==> config.mk <==
export PLATFORM = sky130hd
export DESIGN_NAME = si5340_i2c_arbiter
export DESIGN_NICKNAME = d
export VERILOG_FILES = /design/src/rtl/si5340_i2c_arbiter.sv
export SDC_FILE = /design/constraint.sdc
export NUM_CORES = 1
export LEC_CHECK = 0
export BUFFER_PORTS_ARGS = -buffer_cell sky130_fd_sc_hd__buf_2
export CAP_MARGIN = 10
export CORE_ASPECT_RATIO = 0.7
export CORE_MARGIN = 2
export CORE_UTILIZATION = 50
export DETAILED_ROUTE_END_ITERATION = 10
export PLACE_DENSITY = 0.82
export SYNTH_ARGS = -nofsm -noshare
export SYNTH_HDL_FRONTEND = slang
export SYNTH_SLANG_ARGS = --single-unit
==> constraint.sdc <==
create_clock -name clk_i -period 4.7 [get_ports clk_i]
set_input_delay 0.705 -clock clk_i [delete_from_list [all_inputs] [get_ports clk_i]]
set_output_delay 0.705 -clock clk_i [all_outputs]
set_load 0.05 [all_outputs]
==> src/rtl/si5340_i2c_arbiter.sv <==
// ---------------------------------------------------------------------------
// si5340_i2c_arbiter
//
// Purpose:
//   Shares one I2C byte-command master, and the scl/sda pads behind it,
//   between NUM_REQ clients. Typical clients are the si5340 config loader
//   (client 0) and a status/LOL poller (client 1).
//
//   A client owns the bus for a whole transaction: it holds req_i high for
//   as long as it needs the bus. While it owns the bus, its valid/ready
//   command channel is muxed through to the master. Responses from the
//   master are registered and routed back to the owner.
//
//   After each transaction the arbiter waits for the master to go idle and
//   then enforces a bus-free gap before it grants the bus again. A watchdog
//   revokes a grant that is held too long. A revoked client is blocked until
//   it drops its request.
//
// Configuration macro:
//   SI5340_ARB_FIXED_PRIO_EN
//     Defined   : fixed priority. The lowest-index requester always wins, so
//                 the config loader (client 0) beats every other client.
//     Undefined : round-robin. The search starts just after the previous
//                 owner. This is the default build.
//   The watchdog, the gap and the blocking logic are the same in both builds.
//
// Parameters:
//   NUM_REQ      number of clients (2..8)
//   CMD_W        command word width (op + byte)
//   RSP_W        response word width
//   GAP_CYC      idle cycles required between release and next grant (>=1)
//   TIMEOUT_CYC  maximum cycles a grant may be held (>=2)
//
// Ports:
//   clk_i          clock
//   arstn_i        asynchronous reset, active low
//   req_i          per-client transaction request (level)
//   gnt_o          one-hot grant, registered
//   cmd_valid_i    per-client command valid
//   cmd_data_i     per-client command, client k at [k*CMD_W +: CMD_W]
//   cmd_ready_o    per-client command ready (only the owner's can be high)
//   rsp_valid_o    per-client response valid, 1-cycle pulse
//   rsp_data_o     response data, shared by all clients
//   m_valid_o      command valid to master
//   m_data_o       command to master
//   m_ready_i      master accepts command
//   m_busy_i       master mid-transfer (bus not free)
//   m_rsp_valid_i  master response valid
//   m_rsp_data_i   master response data
//   timeout_o      1-cycle pulse when the watchdog revokes a grant
// ---------------------------------------------------------------------------
module si5340_i2c_arbiter #(
  parameter int NUM_REQ     = 2,
  parameter int CMD_W       = 16,
  parameter int RSP_W       = 8,
  parameter int GAP_CYC     = 8,
  parameter int TIMEOUT_CYC = 100000
) (
  input  logic                     clk_i,
  input  logic                     arstn_i,
  input  logic [NUM_REQ-1:0]       req_i,
  output logic [NUM_REQ-1:0]       gnt_o,
  input  logic [NUM_REQ-1:0]       cmd_valid_i,
  input  logic [NUM_REQ*CMD_W-1:0] cmd_data_i,
  output logic [NUM_REQ-1:0]       cmd_ready_o,
  output logic [NUM_REQ-1:0]       rsp_valid_o,
  output logic [RSP_W-1:0]         rsp_data_o,
  output logic                     m_valid_o,
  output logic [CMD_W-1:0]         m_data_o,
  input  logic                     m_ready_i,
  input  logic                     m_busy_i,
  input  logic                     m_rsp_valid_i,
  input  logic [RSP_W-1:0]         m_rsp_data_i,
  output logic                     timeout_o
);

  localparam int OWN_W = (NUM_REQ > 1) ? $clog2(NUM_REQ) : 1;
  localparam int TMR_W = $clog2(TIMEOUT_CYC + 1);
  localparam int GAP_W = $clog2(GAP_CYC + 1);

  // Terminal counts. Each counter stops at its terminal value and never wraps.
  localparam logic [TMR_W-1:0] TMR_LAST = TMR_W'(TIMEOUT_CYC - 1);
  localparam logic [GAP_W-1:0] GAP_LAST = GAP_W'(GAP_CYC - 1);

  typedef enum logic [1:0] {
    IDLE  = 2'd0,
    GRANT = 2'd1,
    DRAIN = 2'd2,
    GAP   = 2'd3
  } state_t;

  state_t             state;
  logic [OWN_W-1:0]   owner;
  logic [NUM_REQ-1:0] blocked;
  logic [TMR_W-1:0]   timer;
  logic [GAP_W-1:0]   gap_cnt;

  logic [NUM_REQ-1:0] eligible;
  logic               pick_found;
  logic [OWN_W-1:0]   pick_idx;
  logic [NUM_REQ-1:0] owner_oh;
  logic               owner_req;
  logic               owner_cmd_valid;
  logic [CMD_W-1:0]   owner_data;

  // Decode the owner into a one-hot mask. The mask selects the owner's
  // request, valid, ready and response bits without indexing out of range.
  always_comb begin
    owner_oh        = NUM_REQ'(1) << owner;
    owner_req       = |(req_i & owner_oh);
    owner_cmd_valid = |(cmd_valid_i & owner_oh);
    eligible        = req_i & ~blocked;
  end

  // Select the owner's command word from the packed per-client bus.
  always_comb begin
    owner_data = '0;
    for (int k = 0; k < NUM_REQ; k++) begin
      if (owner == OWN_W'(k)) begin
        owner_data = cmd_data_i[k*CMD_W +: CMD_W];
      end
    end
  end

`ifdef SI5340_ARB_FIXED_PRIO_EN
  // Fixed priority. The loop scans downward so that the last match, which
  // is the lowest eligible index, wins.
  always_comb begin
    pick_found = 1'b0;
    pick_idx   = '0;
    for (int k = NUM_REQ - 1; k >= 0; k--) begin
      if (eligible[k]) begin
        pick_found = 1'b1;
        pick_idx   = OWN_W'(k);
      end
    end
  end
`else
  logic [OWN_W-1:0] rr_ptr;

  // Index that lies step positions after base, wrapping modulo NUM_REQ.
  // NUM_REQ need not be a power of two, so the wrap is explicit.
  function automatic logic [OWN_W-1:0] rr_index(input logic [OWN_W-1:0] base,
                                                input int               step);
    int idx;
    idx = int'(base) + step;
    if (idx >= NUM_REQ) begin
      idx = idx - NUM_REQ;
    end
    return OWN_W'(idx);
  endfunction

  // Round-robin. The loop scans from the farthest distance down to the
  // nearest, so the closest eligible client after rr_ptr wins. The last
  // owner itself is at distance NUM_REQ, so it has the lowest priority.
  always_comb begin
    pick_found = 1'b0;
    pick_idx   = '0;
    for (int i = NUM_REQ; i >= 1; i--) begin
      if (eligible[rr_index(rr_ptr, i)]) begin
        pick_found = 1'b1;
        pick_idx   = rr_index(rr_ptr, i);
      end
    end
  end
`endif

  // Command path. The path is open only in GRANT. Outside GRANT the master
  // sees no valid, and no client sees ready.
  always_comb begin
    m_valid_o   = 1'b0;
    m_data_o    = '0;
    cmd_ready_o = '0;
    if (state == GRANT) begin
      m_valid_o   = owner_cmd_valid;
      m_data_o    = owner_data;
      cmd_ready_o = m_ready_i ? owner_oh : '0;
    end
  end

  // Main arbiter FSM with registered grant, response and timeout outputs.
  // The owner register is kept through DRAIN, so a response that arrives
  // after release still reaches the client that started the transfer.
  always_ff @(posedge clk_i or negedge arstn_i) begin
    if (!arstn_i) begin
      state       <= IDLE;
      owner       <= '0;
      blocked     <= '0;
      timer       <= '0;
      gap_cnt     <= '0;
      gnt_o       <= '0;
      timeout_o   <= 1'b0;
      rsp_valid_o <= '0;
      rsp_data_o  <= '0;
`ifndef SI5340_ARB_FIXED_PRIO_EN
      rr_ptr      <= OWN_W'(NUM_REQ - 1);
`endif
    end else begin
      timeout_o   <= 1'b0;
      rsp_valid_o <= '0;
      // A blocked client is released as soon as its request is seen low.
      blocked     <= blocked & req_i;

      if (((state == GRANT) || (state == DRAIN)) && m_rsp_valid_i) begin
        rsp_valid_o <= owner_oh;
        rsp_data_o  <= m_rsp_data_i;
      end

      unique case (state)
        IDLE: begin
          if (pick_found) begin
            owner  <= pick_idx;
            gnt_o  <= NUM_REQ'(1) << pick_idx;
            timer  <= '0;
            state  <= GRANT;
`ifndef SI5340_ARB_FIXED_PRIO_EN
            rr_ptr <= pick_idx;
`endif
          end
        end

        GRANT: begin
          // If release and the watchdog expiry land on the same cycle, the
          // release wins. No pulse is raised and no block is applied.
          if (!owner_req) begin
            gnt_o <= '0;
            state <= DRAIN;
          end else if (timer == TMR_LAST) begin
            gnt_o     <= '0;
            state     <= DRAIN;
            timeout_o <= 1'b1;
            blocked   <= (blocked & req_i) | owner_oh;
          end else begin
            timer <= timer + 1'b1;
          end
        end

        DRAIN: begin
          if (!m_busy_i) begin
            gap_cnt <= '0;
            state   <= GAP;
          end
        end

        GAP: begin
          // Every cycle of the gap must see a free bus. Any busy cycle
          // restarts the count.
          if (m_busy_i) begin
            gap_cnt <= '0;
          end else if (gap_cnt == GAP_LAST) begin
            state <= IDLE;
          end else begin
            gap_cnt <= gap_cnt + 1'b1;
          end
        end

        default: state <= IDLE;
      endcase
    end
  end

endmodule

==> summary.txt <==
Worst setup path
  – CP Capture Point: timer[13]
  – WP data required: 4.89 ns
  – Worst EP arrival: 2.64 ns
  – Crit path depth: 7
  – Critical path's largest stage delay: 0.55 ns
  – Worst setup path start: state[0]
  – Crit Path Class: reg2reg
  – Reg2reg start: state[0]
  – Crit Reg-Reg Endpoint: timer[13]
  – Bufs and invs on worst path: 2
  – Reg2Reg Setup Slack: 2.25 ns
  – Cell family with most CP delay: compound AO/OA/AOI/OAI gates
  – Worst-path cell chain: inv_1, ha_1, inv_1, nor3b_1, a211o_1, nor4b_1, a211o_1
  – Worst Setup Start Kind: register
  – CP Capture Type: register
  – Critical path's slowest cell: a211o_1
  – Worst Path Max Fanout: 18
  – R2r worst-path depth: 7

Power and ir drop
  – Total power: 1878 uW
  – Maximum VDD drop: 513.6 uV
  – Pwr dens: 638.0 nW/um^2
  – P_leak: 0.001484 uW

Synthesis
  – Post-synth top cells: 39 x dfrtp_1, 22 x nor2b_1, 20 x mux2i_1, 19 x nand2_1, 16 x o21ai_0
  – Net Count, Synth: 310
  – Yosys warns: 0
  – Cell taking the most area after synthesis: dfrtp_1
  – Seq/Total Area, Yosys: 0.4146
  – Post-Synthesis Cells: 255
  – Top cells by area, synth: dfrtp_1 40%, mux2i_1 8.3%, nor2b_1 5.7%
  – Yosys reg bits: 40
  – Post-synth cell types: 43
  – Mapped Area: 2417 sq um
  – Synth Flop Type: dfrtp_1
  – EDFF count, synth: 0
  – Post-synth ARST share: 1.000
  – Count leader, synth: dfrtp_1
  – Avg Inst Size Synth: 9.480 sq um
  – Share of the synthesized area in the top cell type: 0.4037

Run
  – # Max-Cap Violations: 0

Placement
  – Final GP Congestion: 0.8470
  – DP Worst Slack: 1.901 ns
  – Port buffer count: 80
  – DPL Wire Length: 4167 um

CTS
  – Clock sinks: 40
  – Post-CTS Hold Fix Bufs: 0
  – Clk Latency, worst-skew pair: 0.29 ns
  – Post-CTS setup buffers: 0
  – H-tree Lvls: 2
  – CTS clk-pin slew, worst paths: 0.08 ns
  – CTS resizes: 0
  – CTS tree: yes
  – Root Driver: clkbuf_8
  – TritonCTS buffer count: 5
  – Max Buffers Root-to-Sink: 2

Route
  – Routed len/inst: 14.75 um
  – Drt via density: 5.753
  – Final routed DRC violation total: 0
  – Wirelength, routed: 5722 um
  – DR pass1 iterations: 5
  – Routed via count: 2232
  – Post-DRT Antenna Nets: 0
  – First DRT Iteration DRCs: 148

Layout
  – Core Util, Final: 0.6225
  – N_diodes: 0
  – Footprint of the multi-input gates: 1316 sq um
  – Layout cells sized above 1: 0.3172
  – Area grow syn2layout: 21.79%
  – NumNets Final: 385
  – Storage element area: 1002 sq um
  – Filler cells: 378

STA
  – Post-route clock period utilization: 0.5220
  – Relative slew margins: 0.4229
  – Hold_ws: 0.4960 ns
  – Setup-violating endpoint count in the final report: 0
  – Post-Route Skew: 0.006314 ns
  – Slew Limit Fails: 0
  – Period minus WS final: 2.454 ns
  – RSZ-0062 raised after global routing: false
  – Peak Freq: 407.6 MHz
  – Final setup TNS: 0 ns
  – Worst Max-Slew Pin Slew: 0.8657 ns
  – Final Hold Fails: 0
  – Post-route setup slack: 2.246 ns

Die
  – Die Footprint: 5416 sq um
  – Initial cell density of the core: 0.5111
  – Die extent in x: 87.11 um
  – Core area: 4730 sq um
  – Die Height: 62.18 um
  – Top Ports: 81
  – # rows: 21

Global routing
  – Remaining global-route overflow: 0
  – Largest net degree at the start of global routing: 41
  – Gr usage total: 0.2042
  – First-pass GRT wire length: 8714 um
  – Initial antenna violation count: 0
  – Vias in the first global route: 1969

Min path
  – Worst hold path type: reg2reg

Outcome
  – Status: complete, no violations
[cell families after synthesis]
logic type / Yosys count / share of synthesized area
and+or+nand+nor: 101 / 0.2340
AOI/OAI and AO/OA: 58 / 0.1501
DFF: 40 / 0.4146
muxes: 30 / 0.1294
buffers and inverters: 20 / 0.04089
adders and majority gates: 6 / 0.03106
[metrics by stage]
stage | cell area, sq um | std cells
after floorplan | 2417 | 255
after global placement | 2824 | 379
after detailed placement | 2824 | 379
after CTS | 2939 | 387
after global routing | 2944 | 388
final | 2944 | 388
[cell type report]
| class | count | share of cell area |
|---|---|---|
| Sequential cell | 40 | 0.3404 |
| Multi-Input combinational cell | 195 | 0.4471 |
| Inverter | 5 | 0.006375 |
| Clock inverter | 3 | 0.01572 |
| Timing Repair Buffer | 83 | 0.1428 |
| Clock buffer | 5 | 0.02337 |
| Tap cell | 57 | 0.02422 |
[sequential cells by signal, indices dropped and copies added (netlist names)]
signal       flops
owner            1
rsp_data_o       8
rr_ptr           1
rsp_valid_o      2
state            2
timeout_o        1
blocked          2
gnt_o            2
timer           17
gap_cnt          4
[routing by layer]
| metal | global-route usage | vias to the layer above | share of wire |
|---|---|---|---|
| met5 | 0 | - | 0 |
| met4 | 0.04615 | 0 | 0.011 |
| met3 | 0.06383 | 6 | 0.090 |
| met2 | 0.3368 | 110 | 0.46 |
| met1 | 0.2638 | 1051 | 0.44 |
| li1 | - | 1065 | - |
[cell usage in the layout (no fill, tap or decap), types with 7 or more instances in the layout]
cell type | synthesis | final
o31ai_1 | 7 | 7
dfrtp_1 | 39 | 39
mux2_2 | 10 | 10
nor2b_1 | 22 | 22
nand3_1 | 10 | 10
nor2_1 | 14 | 14
a21oi_1 | 13 | 13
nand2_1 | 19 | 19
mux2i_1 | 20 | 20
o21ai_0 | 16 | 16
buf_2 | 1 | 81
[power by group]
group	internal, uW	switching (uW)
clock	160	126
sequential	437	65.2
combinational	354	736
[worst min-delay path by stage]
stage	cells after the start	end	slack (ns)	start
final	1	blocked[0]	0.50	blocked[0]
after CTS	2	rr_ptr	0.50	rr_ptr
after global routing	2	rr_ptr	0.51	rr_ptr
after detailed placement	1	blocked[0]	0.48	blocked[0]
after floorplan	0	blocked[0]	0.41	arstn_i
after global placement	1	blocked[0]	0.48	blocked[0]
Power figures use the tool's default switching activity.
